File: src/rtl/wb_merge_pkg.sv
// Shared constants, FSM encoding and destination decode for the writeback merge stage.
package wb_merge_pkg;
  localparam int XLEN       = 32;
  localparam int REG_ADDR_W = 5;
  localparam int NUM_REGS   = 32;

  typedef enum logic {
    NORMAL = 1'b0,
    DRAIN  = 1'b1
  } state_t;

  function automatic logic [NUM_REGS-1:0] reg_onehot(input logic [REG_ADDR_W-1:0] wa);
    return NUM_REGS'(1) << wa;
  endfunction
endpackage

File: src/rtl/wb_merge_fifo.sv
// DEPTH-entry FIFO of {wa, wd} for buffered long-latency results; exposes per-entry
// valid and destination so the top can build the pending-register mask.
module wb_fifo
  import wb_merge_pkg::*;
#(
  parameter int DEPTH = 4
) (
  input  logic                        clock,
  input  logic                        reset,
  input  logic                        push,
  input  logic [REG_ADDR_W-1:0]       push_wa,
  input  logic [XLEN-1:0]             push_wd,
  input  logic                        pop,
  output logic                        full,
  output logic                        empty,
  output logic [$clog2(DEPTH):0]      count,
  output logic [REG_ADDR_W-1:0]       head_wa,
  output logic [XLEN-1:0]             head_wd,
  output logic [DEPTH-1:0]            entry_vld,
  output logic [REG_ADDR_W-1:0]       entry_wa [DEPTH]
);
  localparam int AW = $clog2(DEPTH);

  logic [AW-1:0]         rd_ptr;
  logic [AW-1:0]         wr_ptr;
  logic [AW:0]           cnt;
  logic [DEPTH-1:0]      vld;
  logic [REG_ADDR_W-1:0] wa_mem [DEPTH];
  logic [XLEN-1:0]       wd_mem [DEPTH];
  logic                  push_ok;
  logic                  pop_ok;

  assign full    = (cnt == (AW+1)'(DEPTH));
  assign empty   = (cnt == '0);
  assign push_ok = push && !full;
  assign pop_ok  = pop && !empty;

  always_ff @(posedge clock or posedge reset) begin
    if (reset) begin
      rd_ptr <= '0;
      wr_ptr <= '0;
      cnt    <= '0;
      vld    <= '0;
    end else begin
      if (pop_ok) begin
        rd_ptr      <= rd_ptr + AW'(1);
        vld[rd_ptr] <= 1'b0;
      end
      if (push_ok) begin
        wr_ptr      <= wr_ptr + AW'(1);
        vld[wr_ptr] <= 1'b1;
      end
      case ({push_ok, pop_ok})
        2'b10:   cnt <= cnt + (AW+1)'(1);
        2'b01:   cnt <= cnt - (AW+1)'(1);
        default: cnt <= cnt;
      endcase
    end
  end

  // Payload storage carries no reset; the valid bits alone define occupancy.
  always_ff @(posedge clock) begin
    if (push_ok) begin
      wa_mem[wr_ptr] <= push_wa;
      wd_mem[wr_ptr] <= push_wd;
    end
  end

  assign count     = cnt;
  assign head_wa   = wa_mem[rd_ptr];
  assign head_wd   = wd_mem[rd_ptr];
  assign entry_vld = vld;
  assign entry_wa  = wa_mem;
endmodule

File: src/rtl/wb_merge.sv
// Writeback merge: pipeline owns the RF write port, buffered long-latency results drain in idle slots.
// Optional starvation guard (forced drain via stall_req) enabled by WB_MERGE_STARVE_GUARD_EN.
module wb_merge
  import wb_merge_pkg::*;
#(
  parameter int DEPTH        = 4,
  parameter int STARVE_LIMIT = 8
) (
  input  logic                    clock,
  input  logic                    reset,
  input  logic                    pipe_wen,
  input  logic [REG_ADDR_W-1:0]   pipe_wa,
  input  logic [XLEN-1:0]         pipe_wd,
  input  logic                    lu_valid,
  output logic                    lu_ready,
  input  logic [REG_ADDR_W-1:0]   lu_wa,
  input  logic [XLEN-1:0]         lu_wd,
  output logic                    rf_wen,
  output logic [REG_ADDR_W-1:0]   rf_wa,
  output logic [XLEN-1:0]         rf_wd,
  output logic                    stall_req,
  output logic [NUM_REGS-1:0]     pending_mask,
  output logic [$clog2(DEPTH):0]  fifo_count
);
  logic                  full;
  logic                  empty;
  logic [REG_ADDR_W-1:0] head_wa;
  logic [XLEN-1:0]       head_wd;
  logic [DEPTH-1:0]      entry_vld;
  logic [REG_ADDR_W-1:0] entry_wa [DEPTH];
  logic                  pipe_sel;
  logic                  pop;
  logic                  push;

  // Writes to x0 are treated as idle slots so the FIFO can use them.
  assign pipe_sel = pipe_wen && (pipe_wa != '0);
  assign pop      = !pipe_sel && !empty;
  assign push     = lu_valid && lu_ready && (lu_wa != '0);

  wb_fifo #(.DEPTH(DEPTH)) u_fifo (
    .clock     (clock),
    .reset     (reset),
    .push      (push),
    .push_wa   (lu_wa),
    .push_wd   (lu_wd),
    .pop       (pop),
    .full      (full),
    .empty     (empty),
    .count     (fifo_count),
    .head_wa   (head_wa),
    .head_wd   (head_wd),
    .entry_vld (entry_vld),
    .entry_wa  (entry_wa)
  );

  always_comb begin
    pending_mask = '0;
    for (int i = 0; i < DEPTH; i++) begin
      if (entry_vld[i]) pending_mask = pending_mask | reg_onehot(entry_wa[i]);
    end
  end

  // Port select -> registered RF write (one cycle after the decision)
  always_ff @(posedge clock or posedge reset) begin
    if (reset) begin
      rf_wen <= 1'b0;
      rf_wa  <= '0;
      rf_wd  <= '0;
    end else begin
      rf_wen <= pipe_sel || pop;
      if (pipe_sel) begin
        rf_wa <= pipe_wa;
        rf_wd <= pipe_wd;
      end else if (pop) begin
        rf_wa <= head_wa;
        rf_wd <= head_wd;
      end
    end
  end

`ifdef WB_MERGE_STARVE_GUARD_EN
  localparam int SW = $clog2(STARVE_LIMIT + 1);

  state_t        state;
  state_t        state_nxt;
  logic [SW-1:0] starve_cnt;

  always_ff @(posedge clock or posedge reset) begin
    if (reset) begin
      state      <= NORMAL;
      starve_cnt <= '0;
    end else begin
      state <= state_nxt;
      if (pop || empty)
        starve_cnt <= '0;
      else if (starve_cnt != SW'(STARVE_LIMIT))
        starve_cnt <= starve_cnt + SW'(1);
    end
  end

  always_comb begin
    state_nxt = state;
    case (state)
      NORMAL:  if (starve_cnt == SW'(STARVE_LIMIT)) state_nxt = DRAIN;
      DRAIN:   if (empty) state_nxt = NORMAL;
      default: state_nxt = NORMAL;
    endcase
  end

  always_comb begin
    stall_req = (state == DRAIN);
    lu_ready  = !full && (state == NORMAL) && !reset;
  end
`else
  logic cfg_unused;

  assign cfg_unused = (STARVE_LIMIT > 0);
  assign stall_req  = 1'b0;
  assign lu_ready   = !full && !reset;
`endif
endmodule
File: config.mk
export PLATFORM = sky130hd
export DESIGN_NAME = wb_merge
export DESIGN_NICKNAME = d
export VERILOG_FILES = /design/src/rtl/wb_merge_pkg.sv /design/src/rtl/wb_merge_fifo.sv /design/src/rtl/wb_merge.sv
export SDC_FILE = /design/constraint.sdc
export NUM_CORES = 1
export LEC_CHECK = 0
export BUFFER_PORTS_ARGS = -buffer_cell sky130_fd_sc_hd__buf_2
export CAP_MARGIN = 30
export CORE_ASPECT_RATIO = 2
export CORE_MARGIN = 1.5
export CORE_UTILIZATION = 60
export CTS_CLUSTER_SIZE = 40
export DETAILED_ROUTE_END_ITERATION = 10
export HOLD_SLACK_MARGIN = 0.1
export PLACE_DENSITY_LB_ADDON = 0.2
export SKIP_LAST_GASP = 1
export SLEW_MARGIN = 30
export SYNTH_ARGS = -nofsm -noshare
export SYNTH_HDL_FRONTEND = slang
export SYNTH_SLANG_ARGS = --single-unit
File: constraint.sdc
create_clock -name clock -period 4.58 [get_ports clock]
set_clock_uncertainty 0.05 [all_clocks]
set_input_delay 0.229 -clock clock [delete_from_list [all_inputs] [get_ports clock]]
set_output_delay 0.229 -clock clock [all_outputs]
set_load 0.05 [all_outputs]
Word-level counts from Yosys, hierarchy flattened
Memories as Yosys holds them, arrays and structs flattened.
Index checks and enable logic that the tools add are counted.
{ "op_classes": {"addsub": 4, "magnitude_cmp": 7, "n_eq_ne": 3, "shifts": 4, "muxes": 23, "bitwise": 8, "n_reduce_logical": 20} }
{ "op_table": {"columns": ["operator", "count"], "rows": [
  ["$mux 32", 6],
  ["$shl 1x5->32 const A", 4],
  ["$or 32x32->32", 3],
  ["$mux 5", 5],
  ["$bwmux 20", 1],
  ["$bmux 5 s2", 1],
  ["$demux 5 s2", 1],
  ["$logic_and 1x1->1", 10],
  ["$reduce_bool 5->1", 2],
  ["$mux 4", 2],
  ["$ge 3x3->1 const B", 2],
  ["$lt 2x3->1 const B", 2],
  ["$not 2->3", 2],
  ["$pmux 3 s2", 1],
  ["$add 2x1->2 const B", 2],
  ["$and 4x4->4", 1],
  ["$demux 1 s2", 2],
  ["$ge 2x1->1 const B", 2],
  ["$logic_not 1->1", 4],
  ["$mux 1", 4],
  ["$not 4->4", 1],
  ["$or 4x4->4", 1],
  ["$reduce_bool 2->1", 2],
  ["$add 3x1->3 const B", 1],
  ["other kinds (7)", 7]
]} }
{ "totals": {"regBits": 69, "ram_bits": 128, "in_bits": 78, "out_inout_bits": 75, "elab_cells": 81, "n_memories": 1} }
{ "memory_table": {"columns": ["name", "words", "word_bits", "read_ports", "rd_ports_with_merged_regs", "write_ports", "line", "source"], "rows": [
  ["u_fifo.wd_mem", 4, 32, 1, 0, 1, "wb_merge_fifo.sv:29", "logic [XLEN-1:0] wd_mem [DEPTH];"]
]} }

Longest topological paths before layout
{ "depth": {"word_depth": 9, "depth_mapped": 10, "mapped_depth_nobuf": 9} }

Cells and area by module
A second synthesis with hierarchy kept.
{ "unflattened": {"cells_unflattened": 530, "hier_area_um2": 8888.5} }
{ "modules_own_cells": {"columns": ["module", "n_inst", "cells_per_inst", "area_each_um2", "seq_area_each_um2"], "rows": [
  ["wb_fifo", 1, 251, 5992.0, 4719.5],
  ["wb_merge", 1, 279, 2896.5, 950.9]
]} }

Worst setup path after synthesis
No wires, ideal clock.
{ "synth_path": {"kind": "register -> register", "startpoint": "register u_fifo.cnt[0] (netlist: u_fifo.count[0])", "endpoint": "register u_fifo.wa_mem (netlist bit u_fifo.entry_wa[0]) (enable)", "setup_time_ps": 398, "t_arrival_ps": 3208, "required_ps": 4132, "slack_ps": 924, "stages_incl_launch_ff": 6, "n_path_buf": 1, "cell_sequence": "dfrtp_1 > nor2_1 > a21oi_1 > o311a_1 > clkbuf_1 > and2_1"} }
{ "synth_between": {"elab_chain_cells": 6} }
{ "synth_rtl": {"columns": ["element", "line", "source"], "rows": [
  ["start: declaration", "wb_merge_fifo.sv:26", "logic [AW:0] cnt;"],
  ["start signal: assignment", "wb_merge_fifo.sv:54", "2'b10: cnt <= cnt + (AW+1)'(1);"],
  ["start signal: assignment", "wb_merge_fifo.sv:55", "2'b01: cnt <= cnt - (AW+1)'(1);"],
  ["start signal: assignment", "wb_merge_fifo.sv:56", "default: cnt <= cnt;"],
  ["$eq 3x3->1", "wb_merge_fifo.sv:33", "assign full = (cnt == (AW+1)'(DEPTH));"],
  ["$logic_not 1->1", "wb_merge.sv:119", "assign lu_ready = !full && !reset;"],
  ["$logic_and 1x1->1", "wb_merge.sv:119", null],
  ["via lu_ready", "wb_merge.sv:15", "output logic lu_ready,"],
  ["$logic_and 1x1->1 (2 in series)", "wb_merge.sv:38", "assign push = lu_valid && lu_ready && (lu_wa != '0);"],
  ["$logic_and 1x1->1", "wb_merge_fifo.sv:35", "assign push_ok = push && !full;"],
  ["end signal: indexed assignment", "wb_merge_fifo.sv:64", "wa_mem[wr_ptr] <= push_wa;"],
  ["end: declaration", "wb_merge_fifo.sv:28", "logic [REG_ADDR_W-1:0] wa_mem [DEPTH];"]
]} }
The timed path passes the listed nets, and every way through them passes these cells.
A chain may end at the register's enable or synchronous reset.

Worst setup path after layout
{ "layout_path": {"startpoint": "register u_fifo.wa_mem (netlist bit u_fifo.entry_wa[10])", "endpoint": "output port pending_mask[24]"} }
{ "layout_between": {"elab_chain_cells": 7} }
{ "layout_rtl": {"columns": ["element", "line", "source"], "rows": [
  ["$shl 1x5->32 *", "wb_merge_pkg.sv:13", "return NUM_REGS'(1) << wa;"],
  ["$or 32x32->32 *", "wb_merge.sv:59", "if (entry_vld[i]) pending_mask = pending_mask | reg_onehot(entry_wa[i]);"],
  ["$mux 32 *", "wb_merge.sv:59", null],
  ["$or 32x32->32", "wb_merge.sv:59", null],
  ["$mux 32 *", "wb_merge.sv:59", null],
  ["$or 32x32->32", "wb_merge.sv:59", null],
  ["$mux 32 *", "wb_merge.sv:59", null],
  ["end: declaration", "wb_merge.sv:22", "output logic [NUM_REGS-1:0] pending_mask,"]
]} }
Every way passes the cells marked *; elsewhere a longest branch is shown, timed or not.

==> flow_metrics.py <==
metrics = {
    "outcome": {
        "status": "finished, final reports clean",
    },
    "job": {
        "maxCapViolCount": 0,
    },
    "sta": {
        "worstMarginPinSlew_ns": 0.937,
        "timing.final.crit_period_ns": 3.00,
        "rsz0062_at_grt": "false",
        "max_freq_mhz": 334,
        "finalHoldViolCount": 0,
        "slew_violations": 0,
        "min_period_over_period": 0.654,
        "setup_viol": 0,
        "finalSetupTns_ns": 0,
        "relSlewSlack": 0.374,
    },
    "layout": {
        "layout_commonest_cell": "buf_2",
        "syn_to_final_growth_pct": 25.5,
        "regArea_um2": 5680,
        "fill_cells": 876,
        "multi_input_area_um2": 2860,
        "layout_common_cells": "151 x buf_2, 148 x edfxtp_1, 83 x nand2_1",
        "layout-drive-gt1-share": 0.281,
        "final_cell_area_um2": 10900,
        "layout.nets": 921,
    },
    "global_route": {
        "grt-ovfl-total": 0,
        "grt_pass1_vias": 6946,
        "antenna_found_initial": 1,
        "track_usage": 0.394,
        "globalRouteMet2Util": 0.660,
        "grt_pass1_wl_um": 42000,
        "busiest_layer": "met2",
        "grt_max_degree": 80,
        "met3_usage": 0.0929,
        "use_met1": 0.431,
    },
    "setup_path": {
        "arrival_ns": 2.72,
        "cp_max_fo": 10,
        "critPathKind": "reg2out",
        "startpoint_type": "flip-flop",
        "required_ns": 4.30,
        "cp-end-kind": "output port",
    },
    "clocking": {
        "cts-hold-fix-buffers": 77,
        "cts_buffers": 17,
        "h-tree-depth": 4,
        "root_buffer": "clkbuf_16",
        "cts.sinks": 197,
        "post_cts.repair.setup_buffers": 0,
        "insertion_delay_ns": 0.43,
        "clk_path_buf_depth": 2,
        "clkSlewWorstSetupHoldPaths_ns": 0.07,
        "cts_tree": "built",
        "ctsResizeCount": 0,
    },
    "placed_design": {
        "hpwl_um": 16700,
        "place.gp.congestion": 1.06,
        "dpl_cell_area_um2": 9620,
        "port_buffers": 151,
    },
    "routing": {
        "first_iter_violations": 766,
        "drt_wl_total_um": 28500,
        "remaining_drc_errors": 0,
        "routedWlPerCell_um": 27.4,
        "viasPerCell": 6.53,
        "via_count": 6784,
        "dr.pass1.iters": 5,
        "ant_nets": 0,
    },
    "logic_synthesis": {
        "synthArstFlopShare": 0.249,
        "postSynthNetCount": 708,
        "synth_warnings": 0,
        "avgSynthCellArea_um2": 14.1,
        "synth-seq-cells": 197,
        "synth.yosys.seq_area_share": 0.651,
        "synth.cell_area_um2": 8710,
        "yosys.cell_types.count": 47,
        "synth_flop_cell": "edfxtp_1",
        "synth_edf_count": 148,
        "syn_inst": 620,
    },
    "die": {
        "dieArea_um2": 15300,
        "rows": 62,
        "core_um2": 14300,
        "pin_count": 153,
        "die_width_um": 88.2,
        "die_h_um": 173,
        "start_util": 0.610,
    },
    "power": {
        "cellLeakagePower_nw": 4.14,
        "ir_drop_mv": 0.434,
        "powerDensity_nw_per_um2": 566,
    },
    "worst_hold_path": {
        "holdCritPathClass": "in2reg",
    },
}
-- stage by stage --
| stage | setup WS [ns] | utilization | total power (W) | cells | hold slack, ns |
|---|---|---|---|---|---|
| floorplan | 0.924 | - | 0.00409 | 620 | 0.278 |
| detailed placement | 2.00 | 0.674 | 0.00471 | 929 | 0.354 |
| finish | 1.58 | 0.766 | 0.00618 | 1039 | 0.203 |
| CTS | 1.77 | 0.764 | 0.00609 | 1038 | 0.185 |
| global route | 1.55 | 0.766 | 0.00639 | 1039 | 0.207 |
| global placement | 2.12 | 0.671 | 0.00463 | 928 | 0.390 |
-- sequential cells by signal, summed over array words and instances, names as in the netlist, 2 cells and up --
signal and cells:
u_fifo.count 3, u_fifo.wr_ptr 2, u_fifo.entry_wa 20, rf_wd 32, u_fifo.entry_vld 4, rf_wa 5
u_fifo.wd_mem 128, u_fifo.rd_ptr 2
-- worst max-delay path, stage by stage, from the launching register on --
cell      delay [ns]
edfxtp_1        0.56
nor3b_1         0.78
inv_1           0.22
o2bb2a_1        0.34
o221ai_1        0.07
buf_2           0.30
-- final cells by class --
type	instances	share of cell area
multi-input cells	373	0.262
flip-flops and latches	197	0.519
inverters	11	0.00401
clock inverters	11	0.00744
clock buffers	21	0.0403
well taps	192	0.0220
repair buffers	233	0.145
diodes	1	0.000229
-- metal layers --
metal	share of wire	vias to the layer above	wire length, um
met1	0.31	3372	8910
li1	-	2826	-
met2	0.53	466	15200
met4	0.077	0	2200
met5	0	-	0
met3	0.078	120	2220
-- worst paths after layout --
| kind | startpoint | endpoint | slack [ns] | depth (start not counted) |
|---|---|---|---|---|
| hold reg to reg | rf_wd[21] | rf_wd[21] | 0.50 | 2 |
| min in group asynchronous | reset | rf_wd[16] | 0.45 | 3 |
| setup reg to reg | u_fifo.count[0] | u_fifo.count[2] | 1.94 | 9 |
| max in group asynchronous | reset | u_fifo.rd_ptr[0] | 3.53 | 3 |
| setup / recovery | u_fifo.entry_wa[10] | pending_mask[24] | 1.58 | 5 |
| hold / removal | pipe_wen | u_fifo.rd_ptr[0] | 0.20 | 4 |
-- Yosys cell counts (2+ instances only) --
cell type,n,area [um2]
a211o_1,4,35.0
a21oi_1,3,15.0
a22o_1,4,35.0
a22oi_1,10,75.1
a31oi_1,38,238
a32oi_1,7,61.3
and2_1,6,37.5
and3_1,6,37.5
buf_1,3,11.3
buf_2,10,50.1
buf_4,4,30.0
clkbuf_1,22,82.6
dfrtp_1,49,1230
edfxtp_1,148,4440
ha_1,9,113
inv_1,11,41.3
mux2_2,3,33.8
mux4_2,37,833
nand2_1,83,312
nand2b_1,7,43.8
nand3_1,14,70.1
nand3b_1,7,52.6
nand4_1,3,18.8
nand4b_1,2,17.5
nor2_1,55,206
nor2b_1,10,62.6
nor3_1,5,25.0
nor3b_1,3,22.5
o221ai_1,25,219
o22a_1,3,26.3
o22ai_1,5,31.3
o2bb2a_1,2,20.0
or2_2,2,12.5
or3_1,4,25.0
xnor2_1,4,35.0
-- where the power goes --
part           total, W  switching (W)  internal [W]
clock network   0.00134       0.000647      0.000696
logic           0.00221        0.00143      0.000775
registers       0.00263       0.000378       0.00226
-- kinds of logic after synthesis --
kind of cell | count (synthesis) | share of synthesized area
AO/OA/AOI/OAI | 108 | 0.0941
buffers and inverters | 50 | 0.0247
other | 1 | 0.000430
AND/OR/NAND/NOR | 209 | 0.110
multiplexers | 40 | 0.0995
adder cells (fa/ha/maj) | 10 | 0.0152
flip-flops | 197 | 0.651
XOR/XNOR | 5 | 0.00503
(Power assumes the default switching activity.)
